<file path="config.mk">
export PLATFORM = sky130hd
export DESIGN_NAME = vga_timing_monitor_flat
export DESIGN_NICKNAME = d
export VERILOG_FILES = /design/src/rtl/vga_pkg.sv /design/src/rtl/vga_if.sv /design/src/rtl/vga_expected_gen.sv /design/src/rtl/vga_timing_monitor.sv /design/src/flat_wrapper.sv
export SDC_FILE = /design/constraint.sdc
export NUM_CORES = 1
export LEC_CHECK = 0
export ABC_AREA = 1
export CAP_MARGIN = 0
export CORE_MARGIN = 2
export CORE_UTILIZATION = 32
export CTS_CLUSTER_DIAMETER = 120
export CTS_CLUSTER_SIZE = 28
export DETAILED_ROUTE_END_ITERATION = 10
export PLACE_DENSITY = 0.65
export SLEW_MARGIN = 20
export SYNTH_ARGS = -nofsm -noshare
export SYNTH_HDL_FRONTEND = slang
export SYNTH_SLANG_ARGS = --single-unit
</file>
<file path="constraint.sdc">
create_clock -name clk -period 2.4 [get_ports clk]
set_input_delay 0.36 -clock clk [delete_from_list [all_inputs] [get_ports clk]]
set_output_delay 0.36 -clock clk [all_outputs]
set_load 0.02 [all_outputs]
</file>
<file path="src/rtl/vga_pkg.sv">
// rtl/vga_pkg.sv - 800x600@60 timing constants, err_flags bit indices, monitor types
// Shared by the timing monitor, its expected-field generator and benches.
package vga_pkg;

  // 800x600@60, 40 MHz pixel clock
  localparam int H_TOTAL  = 1056;
  localparam int H_ACTIVE = 800;
  localparam int HS_START = 840;
  localparam int HS_END   = 968;
  localparam int V_TOTAL  = 628;
  localparam int V_ACTIVE = 600;
  localparam int VS_START = 601;
  localparam int VS_END   = 605;
  localparam bit SYNC_POL = 1'b1;

  // err_flags bit positions
  localparam int ERR_HCNT  = 0;
  localparam int ERR_VCNT  = 1;
  localparam int ERR_HBLNK = 2;
  localparam int ERR_HSYNC = 3;
  localparam int ERR_VBLNK = 4;
  localparam int ERR_VSYNC = 5;
  localparam int ERR_RGB   = 6;
  localparam int ERR_W     = 7;

  typedef enum logic {
    ST_ACQUIRE = 1'b0,
    ST_TRACK   = 1'b1
  } mon_state_t;

  typedef struct packed {
    logic [10:0] hcount;
    logic [10:0] vcount;
    logic        hsync;
    logic        hblnk;
    logic        vsync;
    logic        vblnk;
    logic [11:0] rgb;
  } vga_sample_t;

endpackage

</file>
<file path="src/rtl/vga_if.sv">
// rtl/vga_if.sv - VGA pixel bus with driver and monitor views
// vga_out: driven by a draw stage; vga_in: observed by sinks and monitors.
interface vga_if;

  logic [10:0] hcount;
  logic [10:0] vcount;
  logic        hsync;
  logic        hblnk;
  logic        vsync;
  logic        vblnk;
  logic [11:0] rgb;

  modport vga_out (output hcount, vcount, hsync, hblnk, vsync, vblnk, rgb);
  modport vga_in  (input  hcount, vcount, hsync, hblnk, vsync, vblnk, rgb);

endinterface

</file>
<file path="src/rtl/vga_expected_gen.sv">
// rtl/vga_expected_gen.sv - combinational map from counters to expected blank/sync levels
// Ports: hcount/vcount in; hblnk/hsync/vblnk/vsync out (sync at SYNC_POL inside pulse).
module vga_expected_gen
  import vga_pkg::*;
#(
  parameter int H_ACTIVE = vga_pkg::H_ACTIVE,
  parameter int HS_START = vga_pkg::HS_START,
  parameter int HS_END   = vga_pkg::HS_END,
  parameter int V_ACTIVE = vga_pkg::V_ACTIVE,
  parameter int VS_START = vga_pkg::VS_START,
  parameter int VS_END   = vga_pkg::VS_END,
  parameter bit SYNC_POL = vga_pkg::SYNC_POL
) (
  input  logic [10:0] hcount,
  input  logic [10:0] vcount,
  output logic        hblnk,
  output logic        hsync,
  output logic        vblnk,
  output logic        vsync
);

  localparam logic [10:0] HA  = 11'(H_ACTIVE);
  localparam logic [10:0] HSS = 11'(HS_START);
  localparam logic [10:0] HSE = 11'(HS_END);
  localparam logic [10:0] VA  = 11'(V_ACTIVE);
  localparam logic [10:0] VSS = 11'(VS_START);
  localparam logic [10:0] VSE = 11'(VS_END);

  always_comb begin
    hblnk = (hcount >= HA);
    vblnk = (vcount >= VA);
    hsync = ((hcount >= HSS) && (hcount < HSE)) ? SYNC_POL : !SYNC_POL;
    vsync = ((vcount >= VSS) && (vcount < VSE)) ? SYNC_POL : !SYNC_POL;
  end

endmodule

</file>
<file path="src/rtl/vga_timing_monitor.sv">
// rtl/vga_timing_monitor.sv - passive VGA timing checker with lock, sticky errors and frame count
// Ports: clk, rst (sync, active high), in (vga_if.vga_in), err_clr;
//        locked, err_flags[6:0], err_cnt[7:0], frame_cnt[15:0], frame_done.
module vga_timing_monitor
  import vga_pkg::*;
#(
  parameter int H_TOTAL  = vga_pkg::H_TOTAL,
  parameter int H_ACTIVE = vga_pkg::H_ACTIVE,
  parameter int HS_START = vga_pkg::HS_START,
  parameter int HS_END   = vga_pkg::HS_END,
  parameter int V_TOTAL  = vga_pkg::V_TOTAL,
  parameter int V_ACTIVE = vga_pkg::V_ACTIVE,
  parameter int VS_START = vga_pkg::VS_START,
  parameter int VS_END   = vga_pkg::VS_END,
  parameter bit SYNC_POL = vga_pkg::SYNC_POL
) (
  input  logic              clk,
  input  logic              rst,
  vga_if.vga_in             in,
  input  logic              err_clr,
  output logic              locked,
  output logic [ERR_W-1:0]  err_flags,
  output logic [7:0]        err_cnt,
  output logic [15:0]       frame_cnt,
  output logic              frame_done
);

  // 12-bit compares so an 11-bit count of 2047 cannot alias to 0 on +1
  localparam logic [11:0] HT      = 12'(H_TOTAL);
  localparam logic [11:0] HT_LAST = 12'(H_TOTAL - 1);
  localparam logic [11:0] VT      = 12'(V_TOTAL);
  localparam logic [11:0] VT_LAST = 12'(V_TOTAL - 1);

  vga_sample_t  s;
  logic         s_valid;   // S holds a real bus sample, not the reset value
  logic [10:0]  p_hcount;
  logic [10:0]  p_vcount;

  mon_state_t   state;
  mon_state_t   next_state;

  logic         hblnk_e;
  logic         hsync_e;
  logic         vblnk_e;
  logic         vsync_e;
  logic [11:0]  s_h;
  logic [11:0]  s_v;
  logic [11:0]  h_e;
  logic [11:0]  v_e;
  logic [ERR_W-1:0] mism;
  logic         do_err;
  logic         do_frame;

  // Stage 1: sample register S and previous sample P
  always_ff @(posedge clk) begin
    if (rst) begin
      s        <= '0;
      s_valid  <= 1'b0;
      p_hcount <= '0;
      p_vcount <= '0;
    end else begin
      s        <= '{hcount: in.hcount, vcount: in.vcount, hsync: in.hsync,
                    hblnk: in.hblnk, vsync: in.vsync, vblnk: in.vblnk, rgb: in.rgb};
      s_valid  <= 1'b1;
      p_hcount <= s.hcount;
      p_vcount <= s.vcount;
    end
  end

  vga_expected_gen #(
    .H_ACTIVE (H_ACTIVE),
    .HS_START (HS_START),
    .HS_END   (HS_END),
    .V_ACTIVE (V_ACTIVE),
    .VS_START (VS_START),
    .VS_END   (VS_END),
    .SYNC_POL (SYNC_POL)
  ) u_expected (
    .hcount (s.hcount),
    .vcount (s.vcount),
    .hblnk  (hblnk_e),
    .hsync  (hsync_e),
    .vblnk  (vblnk_e),
    .vsync  (vsync_e)
  );

  // Stage 2: mismatch vector for the sample in S
  always_comb begin
    s_h = {1'b0, s.hcount};
    s_v = {1'b0, s.vcount};
    h_e = ({1'b0, p_hcount} == HT_LAST) ? 12'd0 : {1'b0, p_hcount} + 12'd1;
    if ({1'b0, p_hcount} == HT_LAST) begin
      v_e = ({1'b0, p_vcount} == VT_LAST) ? 12'd0 : {1'b0, p_vcount} + 12'd1;
    end else begin
      v_e = {1'b0, p_vcount};
    end

    mism            = '0;
    mism[ERR_HCNT]  = (s_h != h_e) || (s_h >= HT);
    mism[ERR_VCNT]  = (s_v != v_e) || (s_v >= VT);
    mism[ERR_HBLNK] = (s.hblnk != hblnk_e);
    mism[ERR_HSYNC] = (s.hsync != hsync_e);
    mism[ERR_VBLNK] = (s.vblnk != vblnk_e);
    mism[ERR_VSYNC] = (s.vsync != vsync_e);
    mism[ERR_RGB]   = (s.hblnk || s.vblnk) && (s.rgb != 12'h000);
  end

  // FSM next state and check qualifiers
  always_comb begin
    next_state = state;
    do_err     = 1'b0;
    do_frame   = 1'b0;
    case (state)
      ST_ACQUIRE: begin
        if (s_valid && (s.hcount == 11'd0) && (s.vcount == 11'd0)) begin
          next_state = ST_TRACK;
        end
      end
      ST_TRACK: begin
        if (|mism) begin
          do_err     = 1'b1;
          next_state = ST_ACQUIRE;
        end else if ((s_h == HT_LAST) && (s_v == VT_LAST)) begin
          do_frame = 1'b1;
        end
      end
      default: next_state = ST_ACQUIRE;
    endcase
  end

  always_ff @(posedge clk) begin
    if (rst) begin
      state <= ST_ACQUIRE;
    end else begin
      state <= next_state;
    end
  end

  assign locked = (state == ST_TRACK);

  // Error and frame bookkeeping; a new error in the err_clr cycle wins
  always_ff @(posedge clk) begin
    if (rst) begin
      err_flags  <= '0;
      err_cnt    <= '0;
      frame_cnt  <= '0;
      frame_done <= 1'b0;
    end else begin
      frame_done <= do_frame;
      if (do_frame && (frame_cnt != 16'hFFFF)) begin
        frame_cnt <= frame_cnt + 16'd1;
      end

      if (do_err) begin
        err_flags <= (err_clr ? '0 : err_flags) | mism;
        if (err_clr) begin
          err_cnt <= 8'd1;
        end else if (err_cnt != 8'hFF) begin
          err_cnt <= err_cnt + 8'd1;
        end
      end else if (err_clr) begin
        err_flags <= '0;
        err_cnt   <= '0;
      end
    end
  end

endmodule

</file>
<file path="src/flat_wrapper.sv">
// flat-port wrapper written by rule: the top's interface ports become plain ports
module vga_timing_monitor_flat import vga_pkg::*;
#(
  parameter int H_TOTAL  = vga_pkg::H_TOTAL,
  parameter int H_ACTIVE = vga_pkg::H_ACTIVE,
  parameter int HS_START = vga_pkg::HS_START,
  parameter int HS_END   = vga_pkg::HS_END,
  parameter int V_TOTAL  = vga_pkg::V_TOTAL,
  parameter int V_ACTIVE = vga_pkg::V_ACTIVE,
  parameter int VS_START = vga_pkg::VS_START,
  parameter int VS_END   = vga_pkg::VS_END,
  parameter bit SYNC_POL = vga_pkg::SYNC_POL
)
  (clk, rst, err_clr, locked, err_flags, err_cnt, frame_cnt, frame_done, in_hcount, in_vcount, in_hsync, in_hblnk, in_vsync, in_vblnk, in_rgb);
  vga_if in_i ();
  input  logic clk;
  input  logic rst;
  input  logic err_clr;
  output logic locked;
  output logic [ERR_W-1:0] err_flags;
  output logic [7:0] err_cnt;
  output logic [15:0] frame_cnt;
  output logic frame_done;
  input wire logic [$bits(in_i.hcount)-1:0] in_hcount;
  input wire logic [$bits(in_i.vcount)-1:0] in_vcount;
  input wire logic [$bits(in_i.hsync)-1:0] in_hsync;
  input wire logic [$bits(in_i.hblnk)-1:0] in_hblnk;
  input wire logic [$bits(in_i.vsync)-1:0] in_vsync;
  input wire logic [$bits(in_i.vblnk)-1:0] in_vblnk;
  input wire logic [$bits(in_i.rgb)-1:0] in_rgb;
  assign in_i.hcount = in_hcount;
  assign in_i.vcount = in_vcount;
  assign in_i.hsync = in_hsync;
  assign in_i.hblnk = in_hblnk;
  assign in_i.vsync = in_vsync;
  assign in_i.vblnk = in_vblnk;
  assign in_i.rgb = in_rgb;
  vga_timing_monitor #(.H_TOTAL(H_TOTAL), .H_ACTIVE(H_ACTIVE), .HS_START(HS_START), .HS_END(HS_END), .V_TOTAL(V_TOTAL), .V_ACTIVE(V_ACTIVE), .VS_START(VS_START), .VS_END(VS_END), .SYNC_POL(SYNC_POL)) u_core (.clk(clk), .rst(rst), .in(in_i), .err_clr(err_clr), .locked(locked), .err_flags(err_flags), .err_cnt(err_cnt), .frame_cnt(frame_cnt), .frame_done(frame_done));
endmodule
</file>
==> results.toml, run 1 <==
[cts]
cts.htree.levels = 3
clk_transition_reported_paths_ps = 70
cts_made_buffers = 9
clock_tree.buffer_depth = 2
cts-root-buf = "clkbuf_16"
clock_sinks = 94
cts_tree = "done"
insertion_delay_ps = 360

[min_path]
hold_path.startpoint = "rst"
worstHoldPathType = "in -> reg"
hold_path_depth = 2
holdPathEnd = "u_core.frame_cnt[2]$_SDFFE_PP0P_"

[setup_path]
critPathKind = "reg -> reg"
r2r_cells = 17
critical_path_arrival_ps = 2790
worstReg2RegStart = "u_core.p_hcount[0]$_SDFF_PP0_"
kind_of_start_point_of_the_critical_path = "flip-flop"
worst_ep_required_time_ps = 2650
r2r_end = "u_core.frame_cnt[13]$_SDFFE_PP0P_"
r2r_setup_slk_ps = -140
critical_path.endpoint_type = "flip-flop"
critPathMaxFanout = 8

[logic_synthesis]
synth-warning-count = 0
synth-main-ff-cell = "dfxtp_1"
synth.distinct_cells = 36
postSynth.asyncResetShare = 0
synth_enable_flop_cells = 0
synth-seq-cells = 94
synth_fp_nets = 843
synthCells = 798
post_synthesis_sequential_area_ratio = 0.373
synth.cell_area_um2 = 5050
synth_area_per_cell_um2 = 6.33

[grt]
grt_start_max_net_pins = 56
gr-usage-all-layers = 0.172
first_global_vias = 4816
initial_antenna_violation_count = 1
grt_remaining_overflow = 0
grt_pass1_wl_mm = 22.9

[cells_and_area]
utilization = 0.452
post_layout_nets = 970
syn_to_final_growth_pct = 37.1
antenna-diode-count = 0
final_cell_mix = "181 x nand2_1, 146 x nor2_1, 139 x inv_1"
layout.cells.most_common = "nand2_1"
drive_gt1_frac = 0.143

[placed_design]
detailedPlacementHpwl_mm = 10.4
preCtsSetupSlack_ps = -226
io_buffer_count = 73
gp_congestion = 0.891

[timing]
hold_viol_final = 0
post_route_skew_ps = 8.45
finalWorstPathRequiredPeriod_ps = 2540
setup_viol = 18
setup_slack_ps = -140
min_hold_slack_ps = 377
timing.final.crit_share = 1.06
timing_worst_slew_pin_value_ps = 715
unrepaired_setup_endpoints_after_global_routing = "yes"
slew-limit-headroom = 0.522
max_freq_ghz = 0.394
final_max_slew_viol_count = 0

[drt]
total_routed_length_mm = 14.0
drt_iter0_drc = 311
vias = 5224
route.detailed.vias_per_inst = 4.58
wl_per_cell_um = 12.2
drc = 0
ant_nets = 0
drt-pass1-iter-count = 5

[floorplan]
dieWidth_um = 130
fp.coreArea_um2 = 15300
pin_count = 74
starting_density = 0.330
row_count = 45
design.die.area_um2 = 16800
die_h_um = 130

[outcome]
violated_checks = "negative setup slack"
run_status = "finished with violations"

[pwr]
cell_pwr_density_nw_per_um2 = 502
irDropWorstVdd_mv = 0.428
report.power.total_mw = 3.48
p_leak_nw = 3.10

[job]
drv_cap = 0
registers in the layout (all words and copies together) (netlist names):
register and count:
u_core.s 38, u_core.frame_cnt 16, u_core.p_hcount 11, u_core.p_vcount 11
u_core.err_cnt 8, u_core.err_flags 7, u_core.frame_done 1, u_core.locked 1
u_core.s_valid 1
cell usage after synthesis, types with 2 or more instances:
master	n	area share
xnor2_1	2	0.0035
nand4_1	31	0.038
clkbuf_1	14	0.010
xor2_1	7	0.012
nand3_2	5	0.0099
ha_1	4	0.0099
nor2_2	6	0.0074
o2111ai_1	2	0.0035
inv_1	140	0.10
nor2_4	2	0.0045
nor3_1	20	0.020
nor2_1	154	0.11
o21ai_0	15	0.015
a21oi_1	10	0.0099
o21ai_1	5	0.0050
a32o_1	2	0.0040
dfxtp_1	94	0.37
nand2_2	3	0.0037
nand2_1	189	0.14
nand3_1	63	0.062
o21bai_1	3	0.0045
nand3b_1	5	0.0074
nor4_1	9	0.011
per-layer routing:
layer,vias up,GRT usage,routed length (um)
met5,-,0,0
met4,0,0.0487,187
met3,14,0.0471,760
met2,118,0.278,6420
met1,2336,0.225,6600
li1,2756,-,-
worst max-delay path, cell delays in order (launching register included):
cell	delay (ps)
dfxtp_2	350
ha_4	160
nand2_4	60
nor2_4	90
nand2_2	80
nor2_4	140
buf_6	120
clkbuf_16	150
nand3_2	60
nand2_2	70
nor2_1	50
nand3b_1	170
nor2_2	170
nand3_4	160
nor2_8	220
nand4_1	180
o21ai_1	170
nor2_1	60
where the power goes:
part | switching, mW | internal (mW) | leakage [nW]
Combinational | 0.216 | 0.191 | 2.18
Clock | 0.687 | 0.728 | 0.138
Sequential | 0.0431 | 1.61 | 0.774
Total | 0.946 | 2.53 | 3.10
worst max-delay path by stage:
stage | start | end | slack [ps] | cells past startpoint
floorplan | u_core.p_hcount[1]$_SDFF_PP0_ | u_core.frame_cnt[4]$_SDFFE_PP0P_ | 20 | 18
global placement | u_core.p_hcount[1]$_SDFF_PP0_ | u_core.frame_cnt[1]$_SDFFE_PP0P_ | -150 | 15
detailed placement | u_core.p_hcount[1]$_SDFF_PP0_ | u_core.err_flags[5]$_SDFF_PP0_ | -230 | 16
CTS | u_core.p_hcount[1]$_SDFF_PP0_ | u_core.frame_cnt[13]$_SDFFE_PP0P_ | -110 | 17
global route | u_core.p_hcount[10]$_SDFF_PP0_ | u_core.frame_cnt[13]$_SDFFE_PP0P_ | -300 | 18
finish | u_core.p_hcount[0]$_SDFF_PP0_ | u_core.frame_cnt[13]$_SDFFE_PP0P_ | -140 | 17
logic make-up (layout without fill, tap and decap cells):
group	after synthesis	in the layout	share of synthesized area
XOR/XNOR	9	9	0.0156
AND/OR/NAND/NOR	493	494	0.434
adder cells (fa/ha/maj)	4	4	0.00991
buffers and inverters	158	289	0.122
flip-flops	94	94	0.373
AO/OA/AOI/OAI	40	40	0.0461
area by class of cell:
type	count	area (um^2)
well taps	211	264
inverters	140	526
flip-flops and latches	94	1890
fillers	1578	8390
repair buffers	133	1220
multi-input cells	547	2740
clock inverters	7	66.3
clock buffers	9	225
stage by stage:
| stage | setup TNS [ps] | instances | cell area (um^2) |
|---|---|---|---|
| 6_report | -1420 | 1141 | 6920 |
| 5_1_grt | -6160 | 1141 | 6920 |
| 4_1_cts | -959 | 1138 | 6770 |
| 3_5_place_dp | -4210 | 1121 | 6400 |
| 3_3_place_gp | -2660 | 1121 | 6400 |
| 2_1_floorplan | 0 | 798 | 5060 |
timing repair:
item | 4_1_cts | 5_1_grt
cloned | 1 | 1
endpoints found under the setup margin | 30 | 31
pin swaps | 5 | 17
resized for setup | 22 | 34
hold buffers | 0 | 0
buffers inserted | 0 | 2
(Power assumes the default switching activity.)
==> run 2, diff against run 1 <==
- ABC_AREA: 1 -> default
==> run 2 against run 1 <==
The flow still finishes with violations (negative setup slack). Routed wire length down 5.8%. Die area fell by 11%. First-iteration DRC count is 37% lower. Via count fell by 16%. Area after synthesis is 12% lower. Synthesized cell count fell by 37%. Design area decreased by 3.2%. Sequential share of layout area grew 0.88 points. Maximum frequency decreased by 22%. Worst setup slack got worse by 710 ps. Clock power down 4%. Clock-buffer cell count is the same. Largest power group unchanged. Highest routed layer unchanged.
==> results.toml, run 2 <==
[outcome]
run_status = "finished with violations"
violated_checks = "negative setup slack"

[logic_synthesis]
synth.cell_area_um2 = 4460
synth_fp_nets = 550
postSynth.asyncResetShare = 0
post_synthesis_sequential_area_ratio = 0.422
netlist.area_leader.share = 0.422
synth_area_leaders = "dfxtp_1 42%, nor2b_1 9.1%, xnor2_1 3.5%"
synth_top_cell_by_area = "dfxtp_1"
post-synth-top-count-cell = "dfxtp_1"
synthCells = 505
synth.distinct_cells = 61
synth_area_per_cell_um2 = 8.84
synth.top_cells.by_count = "94 x dfxtp_1, 65 x nor2b_1, 32 x nor2_1"
synth_enable_flop_cells = 0
synth-seq-cells = 94
synth-main-ff-cell = "dfxtp_1"
synth-warning-count = 0

[cts]
cts-hold-fix-buffers = 0
cts_tree = "done"
insertion_delay_ps = 340
clk_transition_reported_paths_ps = 70
cts-root-buf = "clkbuf_16"
clock_sinks = 94
clock_tree.buffer_depth = 2
cts.htree.levels = 3
cts_made_buffers = 9

[placed_design]
io_buffer_count = 73
gp_congestion = 0.897
post_dp_cell_area_um2 = 6130
detailedPlacementHpwl_mm = 9.86

[timing]
timing_worst_slew_pin_value_ps = 730
unrepaired_setup_endpoints_after_global_routing = "yes"
slew-limit-headroom = 0.507
setup_viol = 30
setup_slack_ps = -846
post_route_skew_ps = 7.48
finalWorstPathRequiredPeriod_ps = 3250
tns_ps = -19750
final_max_slew_viol_count = 0
timing.final.crit_share = 1.35
hold_viol_final = 0
max_freq_ghz = 0.308

[grt]
grt_start_max_net_pins = 78
grt_pass1_wl_mm = 21.2
grt_remaining_overflow = 0
gr-usage-all-layers = 0.181
first_global_vias = 4464
initial_antenna_violation_count = 0

[min_path]
worstHoldPathType = "in -> reg"
hold_path_depth = 2

[setup_path]
timing.critical_path.cells = "or4b_4, nor3_4, o31ai_1, a2111o_1, a2111oi_4, buf_4, nand3_4, nor3_2, buf_4, nand4_1, mux2_4"
worst_ep_required_time_ps = 2630
worst_path_largest_cell_delay_ps = 580
critical_path_buf_inv_count = 2
critical-path-top-cell-by-count = "buf_4"
critPathMaxFanout = 7
critPathKind = "reg -> reg"
critical_path_arrival_ps = 3480
critical_path_depth = 11
critical_path.endpoint_type = "flip-flop"
r2r_cells = 11
crit_path_top_delay_cell = "or4b_4"
kind_of_start_point_of_the_critical_path = "flip-flop"
crit_family = "simple AND/OR/NAND/NOR gates"

[floorplan]
dieWidth_um = 122
design.die.area_um2 = 14900
starting_density = 0.324
row_count = 43
pin_count = 74
die_h_um = 122
fp.coreArea_um2 = 13800

[drt]
wl_per_cell_um = 15.2
drt-pass1-iter-count = 5
vias = 4378
ant_nets = 0
drt_iter0_drc = 195
route.detailed.vias_per_inst = 5.06
drc = 0
total_routed_length_mm = 13.2

[pwr]
p_leak_nw = 2.52
irDropWorstVdd_mv = 0.312
cell_pwr_density_nw_per_um2 = 506

[cells_and_area]
antenna-diode-count = 0
count_of_filler_cells_inserted_in_the_layout = 1310
largest_reg_flops = 38
layout.cells.most_common = "buf_4"
drive_gt1_frac = 0.264
regMostFlops = "u_core.s"
final_instance_area_um2 = 6700
post_layout_nets = 725
syn_to_final_growth_pct = 50.1
biggestRegsByFlops = "u_core.s (38), u_core.frame_cnt (16)"
final_cell_mix = "105 x buf_4, 90 x dfxtp_1, 72 x clkdlybuf4s50_1"

[job]
drv_cap = 0
run 2: final cells by class:
type	instances	area, um^2	share of cell area
multi-input combinational	372	2630	0.393
sequential	94	1890	0.282
timing repair buffer	186	1610	0.241
clock buffer	9	225	0.0336
tap	180	225	0.0336
inverter	17	63.8	0.00952
clock inverter	7	55.1	0.00822
run 2: power breakdown:
part / internal (mW) / leakage (nW) / switching (mW)
Combinational: 0.222 / 1.61 / 0.170
Sequential: 1.61 / 0.773 / 0.0400
Clock: 0.715 / 0.138 / 0.633
run 2: worst paths after layout:
path | from | slack, ps | to
setup / recovery | u_core.p_hcount[7]$_SDFF_PP0_ | -850 | u_core.frame_cnt[10]$_SDFFE_PP0P_
hold reg to reg | u_core.err_flags[4]$_SDFF_PP0_ | 490 | u_core.err_flags[4]$_SDFF_PP0_
setup reg to reg | u_core.p_hcount[7]$_SDFF_PP0_ | -850 | u_core.frame_cnt[10]$_SDFFE_PP0P_
hold / removal | rst | 340 | u_core.frame_cnt[9]$_SDFFE_PP0P_
run 2: routing by layer:
metal / global-route usage / routed length (um)
met4: 0.0841 / 369
met2: 0.316 / 6500
met5: 0 / 0
met3: 0.0309 / 532
met1: 0.215 / 5770
run 2: stage by stage:
| step | hold WS, ps | cells | utilization | power, mW | setup WS, ps |
|---|---|---|---|---|---|
| after floorplan | 459 | 505 | - | 1.85 | -778 |
| after global placement | 478 | 839 | 0.445 | 2.06 | -818 |
| after detailed placement | 471 | 839 | 0.445 | 2.06 | -893 |
| after CTS | 329 | 858 | 0.476 | 3.42 | -765 |
| after global routing | 340 | 865 | 0.487 | 3.52 | -1030 |
| final | 340 | 865 | 0.487 | 3.39 | -846 |
run 2: what timing repair did:
| action | CTS | global route |
|---|---|---|
| setup endpoints to repair | 30 | 30 |
| buffers inserted | 3 | 7 |
| resized for setup | 30 | 16 |
| cloned | 0 | 1 |
| pin swaps | 8 | 12 |
run 2: cells by family after synthesis:
group / after synthesis / synth area share
buffers and inverters: 40 / 0.0401
flip-flops: 94 / 0.422
AND/OR/NAND/NOR: 244 / 0.318
AO/OA/AOI/OAI: 84 / 0.129
multiplexers: 9 / 0.0213
adder cells (fa/ha/maj): 4 / 0.0112
XOR/XNOR: 30 / 0.0589
==> run 3, diff against run 2 <==
- CORE_UTILIZATION: 32 -> 28
- DONT_BUFFER_PORTS: default -> 1
- PLACE_DENSITY: 0.65 -> 0.54
==> run 3 against run 2 <==
The flow still finishes with violations (negative setup slack). Cell count decreased by 4.2%. Global-route usage decreased by 2.5 points. Utilization shrank 9.6 points. Combinational power fell by 22%. Critical endpoint is now u_core.frame_cnt[13]$_SDFFE_PP0P_. Largest cell class unchanged.
==> results.toml, run 3 (synthesized netlist as in run 2, its figures left out) <==
[placed_design]
detailedPlacementHpwl_mm = 9.55
io_buffer_count = 0
gp_congestion = 0.929
post-place-cells = 805

[setup_path]
r2r_setup_slk_ps = -810
timing.critical_path.cells = "or4b_4, nor3_4, o31ai_2, a2111o_1, a2111oi_4, buf_4, nand4_1, or2_4, or3_1, a21oi_1"
crit_path_top_delay_cell = "or4b_4"
critPathKind = "reg -> reg"
critical_path_buf_inv_count = 1
worst_ep_required_time_ps = 2680
r2r_cells = 10
worstReg2RegStart = "u_core.p_hcount[7]$_SDFF_PP0_"
critical_path_arrival_ps = 3490
kind_of_start_point_of_the_critical_path = "flip-flop"
worst_path_largest_cell_delay_ps = 600
r2r_end = "u_core.frame_cnt[13]$_SDFFE_PP0P_"
crit_family = "simple AND/OR/NAND/NOR gates"
critPathMaxFanout = 7
critical_path.endpoint_type = "flip-flop"

[floorplan]
fp.coreArea_um2 = 15700
dieWidth_um = 130
starting_density = 0.284
row_count = 46
pin_count = 74
design.die.area_um2 = 17000
die_h_um = 130

[cts]
clock_tree.buffer_depth = 2
cts-root-buf = "clkbuf_16"
cts_made_buffers = 9
clock_sinks = 94
cts.htree.levels = 3
cts-hold-fix-buffers = 0
cts_tree = "done"
clk_transition_reported_paths_ps = 70
insertion_delay_ps = 350

[timing]
timing.final.crit_share = 1.34
unrepaired_setup_endpoints_after_global_routing = "yes"
setup_slack_ps = -812
tns_ps = -20010
slew-limit-headroom = 0.599
min_hold_slack_ps = 91.0
hold_viol_final = 0
finalWorstPathRequiredPeriod_ps = 3210
post_route_skew_ps = 5.90
setup_viol = 30
max_freq_ghz = 0.311
final_max_slew_viol_count = 0
timing_worst_slew_pin_value_ps = 594

[cells_and_area]
layout.cells.most_common = "buf_4"
drive_gt1_frac = 0.297
biggestRegsByFlops = "u_core.s (38), u_core.frame_cnt (16)"
post_layout_nets = 653
largest_reg_flops = 38
antenna-diode-count = 0
regMostFlops = "u_core.s"
syn_to_final_growth_pct = 37.4
final_cell_mix = "106 x buf_4, 90 x dfxtp_1, 65 x nor2b_1"
stdcell_count = 829

[drt]
wl_met3_um = 753
drt_iter0_drc = 194
routed-wl-met2_mm = 6.28
drc = 0
drt-pass1-iter-count = 4
route.detailed.vias_per_inst = 4.92
wirelength_met1_mm = 5.38
wl_per_cell_um = 15.4
top_layer = "met4"
ant_nets = 0
total_routed_length_mm = 12.8
vias = 4077

[pwr]
p_comb_frac = 0.092
power_switching_share = 0.243
cell_pwr_density_nw_per_um2 = 540
p_leak_nw = 2.35
sequentialPowerShare = 0.498
irDropWorstVdd_mv = 0.465
power.net_switching_uw = 806
report.power.total_mw = 3.31
clkPwrFrac = 0.410
power.internal_mw = 2.51

[job]
drv_cap = 0

[outcome]
run_status = "finished with violations"
violated_checks = "negative setup slack"

[grt]
first_global_vias = 4138
gr-usage-all-layers = 0.156
grt_start_max_net_pins = 88
grt_pass1_wl_mm = 20.5
initial_antenna_violation_count = 0
grt_remaining_overflow = 0

[min_path]
hold_path.startpoint = "rst"
holdPathEnd = "u_core.s[16]$_SDFF_PP0_"
hold_path_depth = 1
worstHoldPathType = "in -> reg"
run 3: cell types whose count changed in the layout (fill, tap and decap cells not counted), sizes merged:
| cell | change |
|---|---|
| buf | +1 |
| o21ai | -1 |
| clkinv | +1 |
| clkinvlp | -1 |
| clkdlybuf4s50 | -72 |
| clkbuf | +1 |
| inv | -1 |
run 3: worst max-delay path by stage:
| stage | from | slack (ps) | cells past startpoint | end |
|---|---|---|---|---|
| floorplan | u_core.p_hcount[7]$_SDFF_PP0_ | -780 | 13 | u_core.frame_cnt[14]$_SDFFE_PP0P_ |
| global placement | u_core.p_hcount[7]$_SDFF_PP0_ | -950 | 11 | u_core.frame_cnt[10]$_SDFFE_PP0P_ |
| detailed placement | u_core.p_hcount[7]$_SDFF_PP0_ | -920 | 11 | u_core.frame_cnt[14]$_SDFFE_PP0P_ |
| CTS | u_core.p_hcount[7]$_SDFF_PP0_ | -780 | 10 | u_core.frame_cnt[8]$_SDFFE_PP0P_ |
| global route | u_core.p_hcount[7]$_SDFF_PP0_ | -930 | 11 | u_core.frame_cnt[15]$_SDFFE_PP0P_ |
| finish | u_core.p_hcount[7]$_SDFF_PP0_ | -810 | 10 | u_core.frame_cnt[13]$_SDFFE_PP0P_ |
run 3: metal layers:
| layer | GRT usage | up-vias |
|---|---|---|
| li1 | - | 2029 |
| met3 | 0.0463 | 25 |
| met4 | 0.0651 | 0 |
| met5 | 0 | - |
| met2 | 0.268 | 114 |
| met1 | 0.182 | 1909 |
run 3: what timing repair did:
item | 4_1_cts | 5_1_grt
pin swaps | 25 | 5
cloned | 0 | 0
buffers inserted | 5 | 4
gates resized for setup | 54 | 6
setup endpoints to repair | 30 | 30
run 3: stage by stage:
stage	instance area (um^2)	utilization	setup slack (ps)
floorplan	4510	-	-778
global placement	5460	0.347	-948
detailed placement	5460	0.347	-922
CTS	6080	0.387	-781
global route	6130	0.390	-928
finish	6130	0.390	-812
run 3: layout make-up:
class / count / area [um^2]
Fill cell: 1556 / 9580
Multi-Input combinational cell: 371 / 2730
Sequential cell: 94 / 1890
Timing Repair Buffer: 115 / 897
Tap cell: 216 / 270
Clock buffer: 10 / 239
Inverter: 17 / 63.8
Clock inverter: 6 / 45.0
run 3: worst register-to-register path, cell delays in order, from the launching register on:
cell	delay, ps
dfxtp_2	320
or4b_4	600
nor3_4	310
o31ai_2	100
a2111o_1	390
a2111oi_4	370
buf_4	190
nand4_1	110
or2_4	290
or3_1	330
a21oi_1	150
run 3: power groups by stage:
| stage | sequential, mW | clock (mW) | combinational [mW] |
|---|---|---|---|
| after floorplan | 1.68 | 0 | 0.172 |
| after global placement | 1.68 | 0 | 0.275 |
| after detailed placement | 1.68 | 0 | 0.278 |
| after CTS | 1.65 | 1.40 | 0.300 |
| after global routing | 1.66 | 1.46 | 0.330 |
| final | 1.65 | 1.36 | 0.304 |
